<file path="src/rtl/z80_irq_stim.sv">
// z80_irq_stim: per-channel off/one-shot/periodic/level stimulus generator for Z80 control pins.
// IRQSTIM_JITTER_EN adds LFSR gap jitter; cfg_ch is one bit wider than needed so channel NUM_CH can be addressed and ignored.
module z80_irq_stim #(
   parameter int NUM_CH = 4,
   parameter int CNT_W = 16,
   parameter logic [NUM_CH-1:0] ACT_LOW = 4'hF,
   localparam int CH_W = $clog2(NUM_CH + 1)
) (
   input  logic              clk,
   input  logic              fpga_reset,
   input  logic              cfg_we,
   input  logic [CH_W-1:0]   cfg_ch,
   input  logic [1:0]        cfg_sel,
   input  logic [CNT_W-1:0]  cfg_data,
   input  logic [NUM_CH-1:0] ack,
   output logic [NUM_CH-1:0] stim_out,
   output logic [NUM_CH-1:0] busy
);
   typedef enum logic [2:0] {IDLE, DELAY, PULSE, GAP, HOLD} st_t;
   localparam logic [1:0] OFF = 2'd0, PERIODIC = 2'd2, LEVEL = 2'd3;
   localparam logic [CNT_W:0] MAXC = {1'b0, {CNT_W{1'b1}}};
   st_t st [NUM_CH];
   logic [1:0] mode [NUM_CH];
   logic [CNT_W-1:0] dly [NUM_CH], per [NUM_CH], wid [NUM_CH], cnt [NUM_CH], gap [NUM_CH];
   logic [CNT_W-1:0] wn [NUM_CH], gn [NUM_CH];
   logic [CNT_W:0] ex [NUM_CH], pe [NUM_CH];
   logic [NUM_CH-1:0] act, ack_seen, hit;
   logic [2:0] jit;
`ifdef IRQSTIM_JITTER_EN
   logic [15:0] lfsr;
   always_ff @(posedge clk)
      lfsr <= fpga_reset ? 16'hACE1 : {lfsr[0] ^ lfsr[2] ^ lfsr[3] ^ lfsr[5], lfsr[15:1]};
   assign jit = lfsr[2:0];
`else
   assign jit = 3'd0;
`endif
   assign stim_out = act ^ ACT_LOW;
   // gn is the deasserted count between pulses so the next assertion lands exactly one effective period later
   always_comb
      for (int i = 0; i < NUM_CH; i++) begin
         hit[i] = cfg_we && cfg_ch == CH_W'(i);
         wn[i] = (wid[i] == '0) ? CNT_W'(1) : wid[i];
         ex[i] = ({1'b0, per[i]} > {1'b0, wn[i]}) ? {1'b0, per[i]} : {1'b0, wn[i]} + 1'b1;
         pe[i] = (ex[i] + (CNT_W+1)'(jit) > MAXC) ? MAXC : ex[i] + (CNT_W+1)'(jit);
         gn[i] = (pe[i] > {1'b0, wn[i]}) ? CNT_W'(pe[i] - {1'b0, wn[i]} - 1'b1) : '0;
      end
   always_ff @(posedge clk)
      if (fpga_reset) begin
         for (int i = 0; i < NUM_CH; i++) begin
            st[i] <= IDLE;
            mode[i] <= OFF;
            dly[i] <= '0;
            per[i] <= '0;
            wid[i] <= '0;
            cnt[i] <= '0;
            gap[i] <= '0;
         end
         act <= '0;
         ack_seen <= '0;
         busy <= '0;
      end else
         for (int i = 0; i < NUM_CH; i++) begin
            if (hit[i] && cfg_sel == 2'd1) dly[i] <= cfg_data;
            if (hit[i] && cfg_sel == 2'd2) per[i] <= cfg_data;
            if (hit[i] && cfg_sel == 2'd3) wid[i] <= cfg_data;
            if (hit[i] && cfg_sel == 2'd0) begin
               mode[i] <= cfg_data[1:0];
               st[i] <= (cfg_data[1:0] == OFF) ? IDLE : DELAY;
               busy[i] <= cfg_data[1:0] != OFF;
               cnt[i] <= dly[i];
               act[i] <= 1'b0;
               ack_seen[i] <= 1'b0;
            end else
               case (st[i])
                  DELAY, GAP:
                     if (cnt[i] == '0) begin
                        act[i] <= 1'b1;
                        st[i] <= (mode[i] == LEVEL) ? HOLD : PULSE;
                        cnt[i] <= wn[i] - 1'b1;
                        gap[i] <= gn[i];
                     end else
                        cnt[i] <= cnt[i] - 1'b1;
                  PULSE:
                     if (cnt[i] == '0) begin
                        act[i] <= 1'b0;
                        st[i] <= (mode[i] == PERIODIC) ? GAP : IDLE;
                        busy[i] <= mode[i] == PERIODIC;
                        cnt[i] <= gap[i];
                     end else
                        cnt[i] <= cnt[i] - 1'b1;
                  HOLD: begin
                     ack_seen[i] <= ack[i] & ~ack_seen[i];
                     if (ack_seen[i]) begin
                        act[i] <= 1'b0;
                        busy[i] <= 1'b0;
                        st[i] <= IDLE;
                     end
                  end
                  default: ;
               endcase
         end
endmodule

</file>
<file path="config.mk">
export PLATFORM = sky130hd
export DESIGN_NAME = z80_irq_stim
export DESIGN_NICKNAME = d
export VERILOG_FILES = /design/src/rtl/z80_irq_stim.sv
export SDC_FILE = /design/constraint.sdc
export NUM_CORES = 1
export LEC_CHECK = 0
export CAP_MARGIN = 20
export CORE_MARGIN = 5
export CORE_UTILIZATION = 46
export CTS_CLUSTER_SIZE = 40
export DETAILED_ROUTE_END_ITERATION = 8
export SLEW_MARGIN = 20
export SYNTH_ARGS = -nofsm -noshare
export SYNTH_HDL_FRONTEND = slang
export SYNTH_SLANG_ARGS = --single-unit
</file>
<file path="constraint.sdc">
create_clock -name clk -period 5.6 [get_ports clk]
set_input_delay 1.68 -clock clk [delete_from_list [all_inputs] [get_ports clk]]
set_output_delay 1.68 -clock clk [all_outputs]
set_load 0.02 [all_outputs]
</file>
### Yosys cells after proc, flatten, opt, wreduce, memory -nomap -nowiden

Memories as Yosys holds them, arrays and structs flattened.
Cells that the tools add are included.

| cells by class | value |
|---|---|
| $lt $le $gt $ge | 12 |
| add/sub/neg operators | 20 |
| muxes and demuxes | 251 |
| eq/ne operators | 50 |
| $mul | 0 |
| shift operators | 0 |
| div/mod/pow operators | 0 |
| reductions and logical operators | 56 |
| bitwise operators | 65 |

Operators by type and width:

| operator | count |
|---|---|
| $mux 16 | 44 |
| $sub 16x1->16 const B | 12 |
| $mux 1 | 163 |
| $mux 17 | 8 |
| $logic_not 16->1 | 8 |
| $add 16x1->17 const B | 4 |
| $gt 17x16->1 | 4 |
| $gt 17x16->1 const B | 4 |
| $gt 16x16->1 | 4 |
| $sub 16x16->16 | 4 |
| $mux 3 | 20 |
| $or 1x1->1 | 56 |
| $eq 3x2->1 const B | 10 |
| $ne 2x2->1 const B | 12 |
| $ne 3x3->1 const B | 8 |
| $reduce_bool 3->1 | 8 |
| $eq 2x2->1 const B | 10 |
| $logic_and 1x1->1 | 20 |
| $mux 2 | 8 |
| $reduce_and 4->1 | 4 |
| $reduce_or 2->1 | 8 |
| $eq 3x1->1 const B | 5 |
| $eq 3x3->1 const B | 4 |
| $pmux 1 s3 | 4 |
| other kinds (9) | 22 |

| storage, ports and cells | value |
|---|---|
| ROM bits | 0 |
| latch bits | 0 |
| output and inout bits | 8 |
| RAM bits | 340 |
| input port bits | 28 |
| logic and storage cells | 473 |
| memories kept | 7 |
| bits in registers | 12 |

Memories:

| name | depth | width | read ports | clocked after Yosys merged registers in | write ports | line | source |
|---|---|---|---|---|---|---|---|
| cnt | 4 | 16 | 4 | 0 | 4 | 24 | `logic [CNT_W-1:0] dly [NUM_CH], per [NUM_CH], wid [NUM_CH], cnt [NUM_CH], gap [NUM_CH];` |
| dly | 4 | 16 | 4 | 0 | 4 | 24 |  |
| gap | 4 | 16 | 4 | 0 | 4 | 24 |  |
| per | 4 | 16 | 4 | 0 | 4 | 24 |  |
| wid | 4 | 16 | 4 | 0 | 4 | 24 |  |
| st | 4 | 3 | 4 | 0 | 4 | 22 | `st_t st [NUM_CH];` |
| 1 more memories | n/a | n/a | n/a | n/a | n/a | n/a |  |

### Logic depth before layout (Yosys ltp)

| depth | value |
|---|---|
| depth after elaboration | 11 |
| mapped depth | 22 |

### Least setup slack after synthesis

Ideal clock, no wire load.

| path | value |
|---|---|
| path type | register to register |
| from | mem wid[2][1] |
| to | mem gap[2][11], data pin |
| data arrival time | 5479 ps |
| clock period less this slack | 5762 ps |
| stages on the path, launching flop included | 20 |
| path buffers | 2 |
| path slack | -162 ps |
| data required time | 5317 ps |
| cells stage by stage | edfxtp_1 -> or4_1 -> nand3b_1 -> o21bai_1 -> ha_1 -> inv_1 -> a221o_1 -> a221oi_1 -> nor3_1 -> o21ai_1 -> buf_2 -> mux2_2 -> ha_1 -> a21oi_1 -> a2bb2oi_1 -> and3_1 -> a221oi_1 -> o21ai_1 -> clkbuf_1 -> a211oi_2 |

RTL lines:

| element | line |
|---|---|
| start: declaration | 24 |
| end: declaration | 24 |

==> out/metrics.cfg <==
[worst_hold_path]
hold_depth = 2
worstHoldPathType = reg -> reg

[place]
post-dp-hpwl_um = 54300
dp_slack_ps = 131
gp_congestion = 0.929
dp.cells = 3169
port_buffers = 35

[global_routing]
grt_pass1_vias = 19000
antenna_found_initial = 11
grt_max_degree = 22
overflow = 0
grt_pass1_wl_um = 113000
grt.total_usage_pct = 25.1

[synthesis]
seq_area_frac_synth_pct = 43.1
synth.top_cell.area_share_pct = 42.1
synthesis.area_um2 = 24300
synthArstFlopShare_pct = 0
ys.flop_type = edfxtp_1
avgSynthCellArea_um2 = 9.82
yosysUniqueCellTypes = 95
synth_top_cell_by_area = edfxtp_1
synth_cells = 2470
synth_edf_count = 340
synthTopCellsByArea = edfxtp_1 42%, ha_1 7.2%, and2_1 5.1%
yosys_register_bits = 352
synth_warnings = 0
synth_nets = 2642

[worst_setup_path]
timing_worst_setup_path_type = reg -> reg
critical_path.startpoint_type = flip-flop
worst_setup_path_end_kind = flip-flop
arrival_ps = 5630
required_ps = 5920
reg2reg_depth = 19
worstPathMaxFanout = 8

[die]
io_pins = 36
die_area_um2 = 57400
coreArea_um2 = 52400
die_w_um = 240
die_y_um = 240
rows = 84
initial_core_util_pct = 46.2

[pwr]
p_leak_nw = 10.2
cellPowerDensity_nw_per_um2 = 280
vdd_drop_max_v = 0.000232
totalPowerFinal_w = 0.00758

[cells_and_area]
finalNonFillerCells = 3252
drive_gt1_share_pct = 11.1
area_growth_pct = 11.7
final_cell_mix = 340 x edfxtp_1, 198 x and2_1, 190 x nor2_1, 189 x nand2_1, 141 x a21oi_1
final_common_cell = edfxtp_1
seq_area_um2 = 10500
num-fill-cells = 4838
finalNetCount = 2698
multi_input_comb_area_um2 = 13000

[clock_tree]
root_buffer = clkbuf_16
ctsHtreeMaxLevel = 2
cts_tree = built
clock_sinks = 352
cts_hold_buffers = 0
cts.clk_slew.worst_paths_ps = 60
clk_latency_ps = 570
numCtsBuffers = 42
cts_buffer_depth = 3

[routing]
wire_per_inst_um = 22.6
routed_wl_um = 73500
drc_errors = 0
ant_nets = 0
dr_total_vias = 19600
firstDrtPassIters = 6
drt_iter0_drc = 1858
viasPerCell = 6.03

[timing]
fin_ws_ps = 291
setup_viol = 0
hold_viol = 0
period_share_pct = 94.8
tightestPinTransition_ps = 1110
fin_skew_ps = 9.33
period_minus_slack_ps = 5310
tns_ps = 0
slew_violations = 0
max-slew-margin-rel_pct = 25.9
fmax_mhz = 188

[run]
drv_cap = 0

[outcome]
outcome = completed

cell usage after synthesis (24+ instances only):
cell type / count
a211oi_1: 30
a21o_1: 43
a21oi_1: 141
a31oi_1: 24
and2_1: 198
and3_1: 26
clkbuf_1: 94
edfxtp_1: 340
ha_1: 140
inv_1: 116
mux2_2: 64
nand2_1: 189
nand2b_1: 27
nand3_1: 63
nand4_1: 40
nor2_1: 190
nor3_1: 74
nor4_1: 25
o21ai_0: 101
o22ai_1: 24
xnor2_1: 106
xor2_1: 46
final cells by class:
class	count	area share, %
repair buffers	118	3.52
clock inverters	18	0.716
clock buffers	60	4.40
inverters	117	1.62
diodes	4	0.0370
flip-flops and latches	352	38.6
well taps	688	3.18
multi-input cells	1895	48.0
final timing paths:
check	startpoint	end	slack (ps)
worst max-delay path	wid[0][10]	gap[0][12]	290
worst max register to register	wid[0][10]	gap[0][12]	290
worst min register to register	act[3]	act[3]	480
worst min-delay path	act[3]	act[3]	480
routing by layer:
metal,global-route usage [%],vias to the layer above,share of wire (%),routed length [um]
met4,8.32,0,3.5,2550
met5,0,-,0,0
li1,-,9307,-,-
met1,35.6,9439,45,32900
met3,3.51,145,6.2,4550
met2,40.0,721,46,33500
kinds of logic after synthesis:
logic type,Yosys count,synth area share (%)
xor+xnor,152,5.49
buf+inv,223,3.59
fa+ha+maj,144,7.55
flops,352,43.1
simple gates,968,21.4
mux,78,3.55
compound gates,553,15.4
where the power goes:
group          internal (W)  total [W]  switching (W)  leakage [nW]
Combinational      0.000641    0.00160       0.000958          6.04
Sequential          0.00304    0.00317       0.000132          3.48
Clock               0.00167    0.00280        0.00114         0.673
sequential cells by signal, indices dropped and copies added, names as in the netlist:
| register | cells |
|---|---|
| per | 64 |
| gap | 64 |
| wid | 64 |
| st | 12 |
| act | 4 |
| dly | 64 |
| cnt | 64 |
| busy | 4 |
| ack_seen | 4 |
| mode | 8 |
worst max-delay path, stage by stage (launching register included):
cell       delay [ps]
edfxtp_1          470
or4_1             610
nor4b_2           380
a21oi_1           160
inv_1             130
ha_1              150
nor2b_1            40
o31ai_1           200
a21oi_1           100
o31ai_1           250
a31oi_2           150
buf_4             200
mux2_2            280
ha_1              320
nor2b_1           180
o2111ai_1         230
nand3_1           200
nand3_1           220
mux2_2            360
a2111oi_1         410
stage by stage:
| stage | utilization [%] | hold slack (ps) | instance area [um2] |
|---|---|---|---|
| after floorplan | - | 465 | 24300 |
| after global placement | 48.9 | 471 | 25700 |
| after detailed placement | 48.9 | 475 | 25600 |
| after CTS | 51.5 | 483 | 27000 |
| after global routing | 51.6 | 505 | 27100 |
| final | 51.7 | 478 | 27100 |
repair_timing:
action / 4_1_cts / 5_1_grt
setup buffers: 0 / 1
setup endpoints to repair: 0 / 49
gates resized for setup: 0 / 15
endpoints found under the hold margin: 0 / 0
No activity file was read; power rests on OpenSTA's default activity.
==> edit, RTL diff (same flow settings) <==
`ACT_LOW`: 4'hF -> 4'hB.
--- a/src/rtl/z80_irq_stim.sv
+++ b/src/rtl/z80_irq_stim.sv
@@ -3,7 +3,7 @@
 module z80_irq_stim #(
    parameter int NUM_CH = 4,
    parameter int CNT_W = 16,
-   parameter logic [NUM_CH-1:0] ACT_LOW = 4'hF,
+   parameter logic [NUM_CH-1:0] ACT_LOW = 4'hB,
    localparam int CH_W = $clog2(NUM_CH + 1)
 ) (
    input  logic              clk,
Check against the original RTL: not equivalent (a bounded check fails within 4 cycles, from zero or initial values and one cycle with fpga_reset high).
==> edit against the original RTL <==
- count of clock-buffer cells in the layout decreased by 2
- total power decreased by 2.2%
- global-route usage decreased by 1.3 points
- synthesized area decreased by 3.3%
- cell count decreased by 2.9%
- routed wire length decreased by 6.5%
- first-iteration DRC count decreased by 25%
- sequential cell count unchanged
- worst setup slack got worse by 0.032 ns
- design area decreased by 1.9%
- via count decreased by 5.5%
- critical path type unchanged
- critical endpoint is now gap[1][14]$_SDFFCE_PP0P_
- largest power group unchanged
==> edit: results (changes against the original RTL) <==
* Vias post-DR at 18526 (-5.5%)
* Largest net degree at the start of global routing at 22 (unchanged)
* Status: completed
* Met2 GRT Util at 40.1% (+0.18 points)
* Hold Worst Slack at 0.495 ns (+0.0167 ns)
* Max Used Layer: met4
* Crit path largest cell delay at 0.44 ns (-0.17 ns)
* Wl on met1 at 29900 um (-9.0%)
* HP Class: reg2reg
* Initial DRT Pass Iterations at 5 (-1)
* FFs w/ async S/R, synth at 0% (unchanged)
* Fillers at 4562 (-5.7%)
* Antenna diodes at 0 (-4)
* Worst Tran Pin Value at 1.07 ns (-0.0404 ns)
* Post-synth top cells: edfxtp_1 (340), and2_1 (208), nor2_1 (183)
* Global-route wire length before repair at 105000 um (-7.0%)
* Wire length on met2 at 32700 um (-2.5%)
* Global-route met3 utilization at 3.68% (+0.17 points)
* Syn Nets at 2530 (-4.2%)
* Leading post-synthesis cells by cell area: edfxtp_1 (44%), ha_1 (7.5%), and2_1 (5.5%)
* Reg2Reg Setup Slack at 0.26 ns (-0.03 ns)
* CTS root buf: clkbuf_16
* Port bufs at 35 (unchanged)
* DRT iter0 DRCs at 1402 (-25%)
* Leakage at 10.1 nW (-0.48%)
* Peak VDD IR at 0.229 mV (-1.5%)
* Syn. warnings at 0 (unchanged)
* Gpl congestion at 0.946 (+1.9%)
* Worst EP arrival at 5.66 ns (+0.03 ns)
* CTS Buf Count at 42 (unchanged)
* Via count of the first global-routing pass at 18128 (-4.6%)
* Sequential share of the synthesized area at 44.6% (+1.5 points)
* M1 GR Usage at 31.8% (-3.7 points)
* Routed WL at 68700 um (-6.5%)
* Gr usage total at 23.8% (-1.3 points)
* Initial antenna violation count at 5 (-6)
* H-tree levels at 2 (unchanged)
* Layout cells sized above 1 at 11.4% (+0.29 points)
* Max-cap viol count at 0 (unchanged)
* EDFF count, synth at 340 (unchanged)
* Crit-path slowest cell: fa_1
* CTS Buffer Depth at 3 (unchanged)
* Dpl hpwl at 51200 um (-5.7%)
* Nets at 2626 (-2.7%)
* Wire length on met3 at 4110 um (-9.7%)
* Final Skew at 0.0240 ns (+0.0147 ns)
* CTS clk-pin slew, worst paths at 0.06 ns (about the same)
* Netlist cell types at 85 (-11%)
* CP top delay family: compound AO/OA/AOI/OAI gates
* CP max FO at 7 (-1)
* Clock Latency Late Sink at 0.58 ns
## edit: changes by cell type in the layout (fill, tap and decap cells not counted), moves of 8 or more
| cell | delta |
|---|---|
| mux2_2 | -16 |
| xor2_1 | +10 |
| or4_1 | -8 |
| nor2_1 | -8 |
| a211oi_2 | -9 |
| inv_1 | -9 |
| nand2_1 | -37 |
| buf_4 | +23 |
| a21oi_1 | +8 |
| nand4_1 | -9 |
| and2_1 | +10 |
## edit: timing repair
action                     in CTS  in global routing
cloned                          0                  1
resized for setup               1                 26
setup endpoints to repair       1                 44
pin swaps                       0                  6
hold buffers                    0                  0
setup buffers                   0                  8
## edit: worst min-delay path, delay by kind of cell, from the launching register on
kind / cells / cell delay [ns]
DFF: 1 / 0.29
AOI/OAI and AO/OA: 1 / 0.08
buffers and inverters: 1 / 0.07
## edit: logic make-up (layout without fill, tap and decap cells)
logic type | Yosys count | count (layout) | synth area share (%)
xor gates and xnor gates | 165 | 165 | 6.16
DFF | 352 | 352 | 44.6
muxes | 60 | 60 | 2.82
AOI/OAI and AO/OA | 519 | 520 | 14.2
buffers and inverters | 201 | 328 | 3.40
and+or+nand+nor | 917 | 917 | 21.1
adders and majority gates | 144 | 144 | 7.81
## edit: area by class of cell
cell class / instances / area [um2] / area share (%)
flip-flops and latches: 352 / 10500 / 39.3
multi-input cells: 1806 / 12400 / 46.5
well taps: 672 / 841 / 3.16
repair buffers: 143 / 1190 / 4.48
clock buffers: 58 / 1150 / 4.34
inverters: 109 / 409 / 1.54
clock inverters: 18 / 173 / 0.650
## edit: report_power, final
| part | switching, mW | total (mW) | leakage (nW) | internal, mW |
|---|---|---|---|---|
| clock network | 1.11 | 2.69 | 0.652 | 1.58 |
| logic | 0.901 | 1.55 | 6.01 | 0.645 |
| registers | 0.128 | 3.17 | 3.48 | 3.04 |
## edit: per-stage QoR
| step | worst slack (ns) | setup TNS (ns) | power (mW) | std cells | cell area [um2] |
|---|---|---|---|---|---|
| after floorplan | 0.0379 | 0 | 4.24 | 2358 | 23500 |
| after global routing | -0.0419 | -0.0457 | 7.73 | 3158 | 26600 |
| after CTS | 0.0142 | 0 | 7.41 | 3149 | 26400 |
| after global placement | 0.0953 | 0 | 4.70 | 3073 | 25000 |
| after detailed placement | 0.0310 | 0 | 4.71 | 3073 | 25000 |
| final | 0.259 | 0 | 7.41 | 3158 | 26600 |
## edit: worst paths after layout
path	from	end	cells after the start
worst max-delay path	wid[1][4]$_SDFFCE_PN0P_	gap[1][14]$_SDFFCE_PP0P_	20
worst min-delay path	act[3]$_SDFFE_PP0P_	act[3]$_SDFFE_PP0P_	2
worst min register to register	act[3]$_SDFFE_PP0P_	act[3]$_SDFFE_PP0P_	2
worst max register to register	wid[1][4]$_SDFFCE_PN0P_	gap[1][14]$_SDFFCE_PP0P_	20
